File: config.mk
export PLATFORM = sky130hd
export DESIGN_NAME = seq_detect_param
export DESIGN_NICKNAME = d
export VERILOG_FILES = /design/src/rtl/seq_detect_param.sv
export SDC_FILE = /design/constraint.sdc
export NUM_CORES = 1
export LEC_CHECK = 0
export CAP_MARGIN = 0
export CORE_MARGIN = 3
export CORE_UTILIZATION = 54
export CTS_CLUSTER_DIAMETER = 80
export DETAILED_ROUTE_END_ITERATION = 8
export HOLD_SLACK_MARGIN = 0.05
export PLACE_DENSITY_LB_ADDON = 0.2
export SLEW_MARGIN = 20
export SYNTH_ARGS = -nofsm -noshare
export SYNTH_HDL_FRONTEND = slang
export SYNTH_SLANG_ARGS = --single-unit
File: constraint.sdc
create_clock -name clk -period 3.5 [get_ports clk]
set_input_delay 0.525 -clock clk [delete_from_list [all_inputs] [get_ports clk]]
set_output_delay 0.525 -clock clk [all_outputs]
set_load 0.02 [all_outputs]
File: src/rtl/seq_detect_param.sv
// Runtime-programmable serial pattern detector with a Mealy match and a registered copy.
// Define SEQ_DETECT_PARAM_CNT_EN to add the saturating match counter (match_cnt, cnt_clr).
module seq_detect_param #(
  parameter int unsigned          MAX_LEN     = 8,
  parameter int unsigned          CNT_W       = 16,
  parameter logic [MAX_LEN-1:0]   DEFAULT_PAT = 8'b0000_1011,
  parameter int unsigned          DEFAULT_LEN = 4,
  localparam int unsigned         LEN_W       = $clog2(MAX_LEN + 1)
) (
  input  logic               clk,
  input  logic               rst,
  input  logic               en,
  input  logic               in_valid,
  input  logic               in,
  input  logic               overlap,
  input  logic               pat_load,
  input  logic [MAX_LEN-1:0] pat_in,
  input  logic [LEN_W-1:0]   len_in,
  output logic               match,
`ifdef SEQ_DETECT_PARAM_CNT_EN
  output logic [CNT_W-1:0]   match_cnt,
  input  logic               cnt_clr,
`endif
  output logic               match_q
);

  localparam logic [LEN_W-1:0] LenOne  = LEN_W'(1);
  localparam logic [LEN_W-1:0] LenMax  = LEN_W'(MAX_LEN);
  localparam logic [LEN_W-1:0] FillMax = LEN_W'(MAX_LEN - 1);

  if (MAX_LEN < 1 || CNT_W < 1 || DEFAULT_LEN < 1 || DEFAULT_LEN > MAX_LEN) begin : g_cfg_err
    $error("seq_detect_param: illegal parameter combination");
  end

  typedef enum logic [1:0] {StDis, StFill, StArmed} state_e;

  state_e             state_q;
  logic [MAX_LEN-1:0] pat_q;
  logic [MAX_LEN-1:0] hist_q;
  logic [LEN_W-1:0]   len_q;
  logic [LEN_W-1:0]   fill_q;

  logic               accepted;
  logic               armed;
  logic               hit;
  logic [MAX_LEN-1:0] window;
  logic [MAX_LEN-1:0] mask;
  logic [LEN_W-1:0]   fill_inc;
  logic [LEN_W-1:0]   len_clamped;

  always_comb begin
    accepted = en & in_valid & ~pat_load;
    window   = MAX_LEN'({hist_q, in});
    mask     = '0;
    for (int unsigned i = 0; i < MAX_LEN; i++) begin
      mask[i] = (i < 32'(len_q));
    end
    hit = (((window ^ pat_q) & mask) == '0);
    // FILL already holding len-1 bits behaves as armed, so len=1 matches right after a restart.
    armed = (state_q == StArmed) ||
            ((state_q == StFill) && (fill_q >= len_q - LenOne));
    match = accepted & armed & hit;

    fill_inc = fill_q;
    if (accepted && (fill_q != FillMax)) begin
      fill_inc = fill_q + LenOne;
    end

    len_clamped = len_in;
    if (len_in == '0) begin
      len_clamped = LenOne;
    end else if (len_in > LenMax) begin
      len_clamped = LenMax;
    end
  end

  always_ff @(posedge clk or negedge rst) begin
    if (!rst) begin
      state_q <= StDis;
      pat_q   <= DEFAULT_PAT;
      len_q   <= LEN_W'(DEFAULT_LEN);
      hist_q  <= '0;
      fill_q  <= '0;
      match_q <= 1'b0;
    end else begin
      match_q <= match;
      if (accepted) begin
        hist_q <= window;
      end
      if (pat_load) begin
        // Restarting on load keeps a new length from comparing stale history.
        pat_q   <= pat_in;
        len_q   <= len_clamped;
        fill_q  <= '0;
        state_q <= en ? StFill : StDis;
      end else if (!en) begin
        fill_q  <= '0;
        state_q <= StDis;
      end else begin
        case (state_q)
          StDis: begin
            fill_q  <= '0;
            state_q <= StFill;
          end
          StFill, StArmed: begin
            if (match && !overlap && (len_q != LenOne)) begin
              fill_q  <= '0;
              state_q <= StFill;
            end else begin
              fill_q <= fill_inc;
              if (fill_inc >= len_q - LenOne) begin
                state_q <= StArmed;
              end
            end
          end
          default: begin
            fill_q  <= '0;
            state_q <= StDis;
          end
        endcase
      end
    end
  end

`ifdef SEQ_DETECT_PARAM_CNT_EN
  logic [CNT_W-1:0] cnt_q;

  always_ff @(posedge clk or negedge rst) begin
    if (!rst) begin
      cnt_q <= '0;
    end else if (cnt_clr) begin
      cnt_q <= '0;
    end else if (match && (cnt_q != {CNT_W{1'b1}})) begin
      cnt_q <= cnt_q + CNT_W'(1);
    end
  end

  assign match_cnt = cnt_q;
`endif

endmodule

==> impl_metrics.toml, run 1 <==
[clock_network]
root_buffer = "clkbuf_4"
cts_buffers = 3
cts_max_level = 1
clkTransAtPathRegs_ps = 150
tritoncts = "yes"
cts_num_sinks = 26
clock_latency_ps = 320
clock_path_buffers = 2
cts_setup_buffers = 0

[critical_path]
worstPathMaxFanout = 5
r2r-end = "state_q[0]"
reg2regPathDepth = 10
setup.worst_path.start_class = "flip-flop"
crit_type = "flip-flop to output pin"
required_ps = 2970
critPathArrivalTime_ps = 2740
reg2reg_slack_ps = 560
setup.worst_path.end_class = "output pin"
rr_startpoint = "fill_q[1]"

[global_route]
grt_max_degree = 27
grt_pass1_wl_um = 5110
grt.total_usage = 0.189
grt_pass1_vias = 1123
antenna_found_initial = 0
grt_overflow = 0

[floorplanning]
start_util = 0.570
die_h_um = 60.2
io_pins = 21
rows = 19
coreArea_um2 = 2780
die-area_um2 = 3620
die_w_um = 60.2

[route]
wire_per_inst_um = 14.2
vias = 1144
viasPerCell = 5.53
wl_um = 2940
drt_iter0_markers = 33
drc = 0
ant_nets = 0
first_pass_iters = 4

[synthesis]
yosysSeqAreaShare = 0.414
yosysUniqueCellTypes = 36
synthesis.nets = 187
postSynthAreaPerCell_um2 = 10.3
ys_ff_latch = 26
syn_inst = 154
netlist_area_um2 = 1590
yosysWarnings = 0

[place]
place_area_um2 = 1800
place.gp.congestion = 0.899
port-buffer-count = 20
hpwl_um = 2230

[timing]
setup_viol = 0
slew_headroom = 0.785
hold_viol_final = 0
fin_worst_skew_ps = 1.43
finalSetupTns_ps = 0
fin_crit_ps = 3270
maxSlewViolCount = 0
fmax_mhz = 306
worstMarginPinSlew_ps = 320
period_share = 0.933
grt_setup_unrepaired = "no"

[layout]
regArea_um2 = 656
final_layout_size_suffix_gt1_frac = 0.153
antenna_cells = 0
multi_input_area_um2 = 851
fill_cells = 244
design_area_um2 = 1850
syn2layout_area_growth_pct = 16.9
final_nets = 210

[outcome]
outcome = "finished, final reports clean"

[power]
power_density_nw_per_um2 = 395
vdd_drop_max_mv = 0.340
cellLeakagePower_nw = 0.857

[worst_hold_path]
hold_path_depth = 2
hold_start = "hist_q[1]"
min_to = "hist_q[2]"
hold_class = "flip-flop to flip-flop"

[run]
drv_cap = 0
Yosys cell counts, drive strengths merged:
library cell | instances | share of area
a2111oi | 1 | 0.0095
a211o | 1 | 0.0063
a211oi | 1 | 0.013
a21boi | 1 | 0.0047
a21o | 2 | 0.0095
a21oi | 5 | 0.016
a221o | 1 | 0.0063
a222oi | 1 | 0.0063
a31oi | 2 | 0.0079
and3 | 1 | 0.0039
buf | 4 | 0.028
clkbuf | 2 | 0.0047
dfrtp | 22 | 0.35
dfstp | 4 | 0.066
ha | 14 | 0.11
inv | 7 | 0.017
maj3 | 1 | 0.0071
mux2 | 10 | 0.071
mux2i | 1 | 0.0063
nand2 | 25 | 0.059
nand2b | 3 | 0.012
nand3 | 2 | 0.0063
nand3b | 4 | 0.027
nor2 | 9 | 0.021
nor2b | 3 | 0.012
nor3 | 2 | 0.0063
nor3b | 1 | 0.0047
o211ai | 1 | 0.0047
o21ai | 7 | 0.022
o22ai | 1 | 0.0039
or3 | 2 | 0.0079
or3b | 2 | 0.011
xnor2 | 5 | 0.028
xor2 | 6 | 0.033
layout make-up:
cell class / instances / share of cell area
clock buffers: 3 / 0.0122
clock inverters: 1 / 0.0162
inverters: 7 / 0.0142
multi-input cells: 115 / 0.459
flip-flops and latches: 26 / 0.354
well taps: 31 / 0.0209
repair buffers: 24 / 0.124
power by group:
part | internal, mW | leakage (nW) | switching, mW | total, mW
combinational | 0.0818 | 0.503 | 0.0734 | 0.155
sequential | 0.336 | 0.326 | 0.0308 | 0.367
clock | 0.116 | 0.0279 | 0.0935 | 0.209
worst max-delay path by stage:
stage	slack, ps	startpoint	to	depth (start not counted)
5_1_grt	20	len_q[0]	match	9
3_3_place_gp	240	en	state_q[0]	11
2_1_floorplan	430	pat_load	state_q[0]	13
3_5_place_dp	120	en	state_q[0]	11
6_report	230	len_q[0]	match	9
4_1_cts	160	len_q[0]	match	9
critical path, stage by stage, from the launching register on:
cell	delay (ps)
dfrtp_1	430
inv_1	120
ha_1	270
xnor2_1	160
ha_1	300
nand2_1	50
o21ai_1	190
a31oi_1	160
a211oi_4	370
dlygate4sd2_1	370
layer usage:
metal  global-route usage  share of wire  vias up
met5                    0              0        -
met4               0.0728         0.0058        0
met3               0.0302          0.048        2
met2                0.290           0.46       23
met1                0.265           0.49      549
li1                     -              -      570
what timing repair did:
action,CTS,global route
hold buffers,0,0
gates resized for setup,1,1
setup endpoints to repair,1,1
through the flow:
stage | hold slack [ps] | total power [mW] | std cells | util | setup WS (ps)
floorplan | 229 | 0.476 | 154 | - | 430
global placement | 479 | 0.522 | 203 | 0.648 | 241
detailed placement | 503 | 0.528 | 203 | 0.648 | 122
CTS | 536 | 0.737 | 207 | 0.666 | 157
global route | 546 | 0.777 | 207 | 0.666 | 23.0
finish | 526 | 0.731 | 207 | 0.666 | 233
layout by cell type (no fill, tap or decap), drive strengths merged, types with 4 or more instances in the layout:
cell | Yosys | layout
ha | 14 | 14
a21oi | 5 | 5
dfstp | 4 | 4
clkdlybuf4s50 | 0 | 19
nand2 | 25 | 25
xor2 | 6 | 6
buf | 4 | 4
xnor2 | 5 | 5
mux2 | 10 | 10
o21ai | 7 | 7
nor2 | 9 | 9
nand3b | 4 | 4
dfrtp | 22 | 22
inv | 7 | 7
logic make-up (layout without fill, tap and decap cells):
| family | Yosys count | in the layout | synth area share |
|---|---|---|---|
| compound gates | 24 | 24 | 0.110 |
| flops | 26 | 26 | 0.414 |
| buf+inv | 13 | 35 | 0.0497 |
| simple gates | 54 | 54 | 0.171 |
| xor+xnor | 11 | 11 | 0.0608 |
| mux | 11 | 11 | 0.0773 |
| fa+ha+maj | 15 | 15 | 0.118 |
flip-flops by register name (all words and copies together) (netlist names):
name	flops
fill_q	4
hist_q	7
len_q	4
match_q	1
pat_q	8
state_q	2
(Power assumes the default switching activity.)
==> inputs of run 2 (changes only) <==
--- a/config.mk
+++ b/config.mk
@@ -12,6 +12,7 @@
 export DETAILED_ROUTE_END_ITERATION = 8
 export HOLD_SLACK_MARGIN = 0.05
 export PLACE_DENSITY_LB_ADDON = 0.2
+export SKIP_CTS_REPAIR_TIMING = 1
 export SLEW_MARGIN = 20
 export SYNTH_ARGS = -nofsm -noshare
 export SYNTH_HDL_FRONTEND = slang
==> impl_metrics.toml, run 2 (synthesis results as in run 1) <==
[floorplanning]
io_pins = 21
coreArea_um2 = 2780
die-area_um2 = 3620
die_h_um = 60.2
start_util = 0.570
die_w_um = 60.2
rows = 19

[layout]
fill_cells = 242
multi_input_area_um2 = 851
syn2layout_area_growth_pct = 17.1
antenna_cells = 0
final_cell_mix = "nand2_1 (25), dfrtp_1 (22), clkdlybuf4s50_1 (19)"
largest_registers = "pat_q x8, hist_q x7"
utilization = 0.668
regArea_um2 = 656
final_nets = 210
final_cells = 207
layout_commonest_cell = "nand2_1"
final_layout_size_suffix_gt1_frac = 0.153
regMostFlops = "pat_q"
largest_reg_flops = 8

[clock_network]
cts_max_level = 1
clock_path_buffers = 2
root_buffer = "clkbuf_4"
tritoncts = "yes"
clock_latency_ps = 320
cts_num_sinks = 26
clkTransAtPathRegs_ps = 150
cts_buffers = 3

[timing]
fin_worst_skew_ps = 1.43
period_share = 0.930
setup_viol = 0
slew_headroom = 0.785
grt_setup_unrepaired = "no"
maxSlewViolCount = 0
fin_crit_ps = 3250
fmax_mhz = 307
whs_ps = 526
hold_viol_final = 0
worstMarginPinSlew_ps = 320

[critical_path]
startpoint = "len_q[0]"
rr_startpoint = "fill_q[1]"
setup.worst_path.start_class = "flip-flop"
critPathArrivalTime_ps = 2730
worstPathMaxFanout = 5
reg2regPathDepth = 10
setup.worst_path.end_class = "output pin"
crit_type = "flip-flop to output pin"
required_ps = 2970

[place]
place_inst = 203
place.gp.congestion = 0.899
hpwl_um = 2230
port-buffer-count = 20

[worst_hold_path]
hold_path_depth = 2
hold_class = "flip-flop to flip-flop"
hold_start = "hist_q[1]"

[route]
first_pass_iters = 4
wire_per_inst_um = 14.2
wl_um = 2940
drc = 0
viasPerCell = 5.53
vias = 1144
ant_nets = 0
drt_iter0_markers = 32

[global_route]
grt.total_usage = 0.189
grt_overflow = 0
grt_max_degree = 27
grt_pass1_wl_um = 5110
grt_pass1_vias = 1123
antenna_found_initial = 0

[power]
vdd_drop_max_mv = 0.339
power_density_nw_per_um2 = 394
cellLeakagePower_nw = 0.871

[run]
drv_cap = 0

[outcome]
outcome = "finished, final reports clean"
[run 2: worst paths after layout]
kind / end / slack [ps]
worst max-delay path: match / 250
worst min-delay path: hist_q[2] / 530
worst max register to register: state_q[0] / 560
worst min register to register: hist_q[2] / 530
max in group asynchronous: len_q[2] / 2650
min in group asynchronous: pat_q[2] / 550
[run 2: report_power, final]
part           total, mW  switching [mW]  internal (mW)
Sequential         0.367          0.0308          0.336
Combinational      0.155          0.0732         0.0817
Clock              0.209          0.0935          0.116
Total              0.731           0.197          0.534
[run 2: critical path: stages, from the launching register on]
cell	delay, ps
dfrtp_1	430
inv_1	120
ha_1	270
xnor2_1	160
ha_1	300
nand2_1	40
o21ai_0	260
a31oi_1	180
a211oi_4	370
dlymetal6s2s_1	270
[run 2: per-layer routing]
metal	share of wire	up-vias	routed length, µm	track usage
met2	0.46	23	1350	0.290
met3	0.049	2	144	0.0302
met5	0	-	0	0
met4	0.0058	0	17	0.0728
met1	0.49	549	1430	0.265
li1	-	570	-	-
[run 2: layout make-up]
cell class,count,area share
clock inverter,1,0.0162
inverter,7,0.0142
sequential,26,0.353
multi-input combinational,115,0.458
timing repair buffer,24,0.125
tap,31,0.0209
clock buffer,3,0.0121
[run 2: stage by stage]
| step | instance area [µm²] | power, mW | setup slack [ps] | TNS [ps] |
|---|---|---|---|---|
| 2_1_floorplan | 1590 | 0.476 | 430 | 0 |
| 3_3_place_gp | 1800 | 0.522 | 241 | 0 |
| 3_5_place_dp | 1800 | 0.528 | 122 | 0 |
| 4_1_cts | 1850 | 0.737 | -135 | -135 |
| 5_1_grt | 1860 | 0.776 | 11.1 | 0 |
| 6_report | 1860 | 0.731 | 245 | 0 |
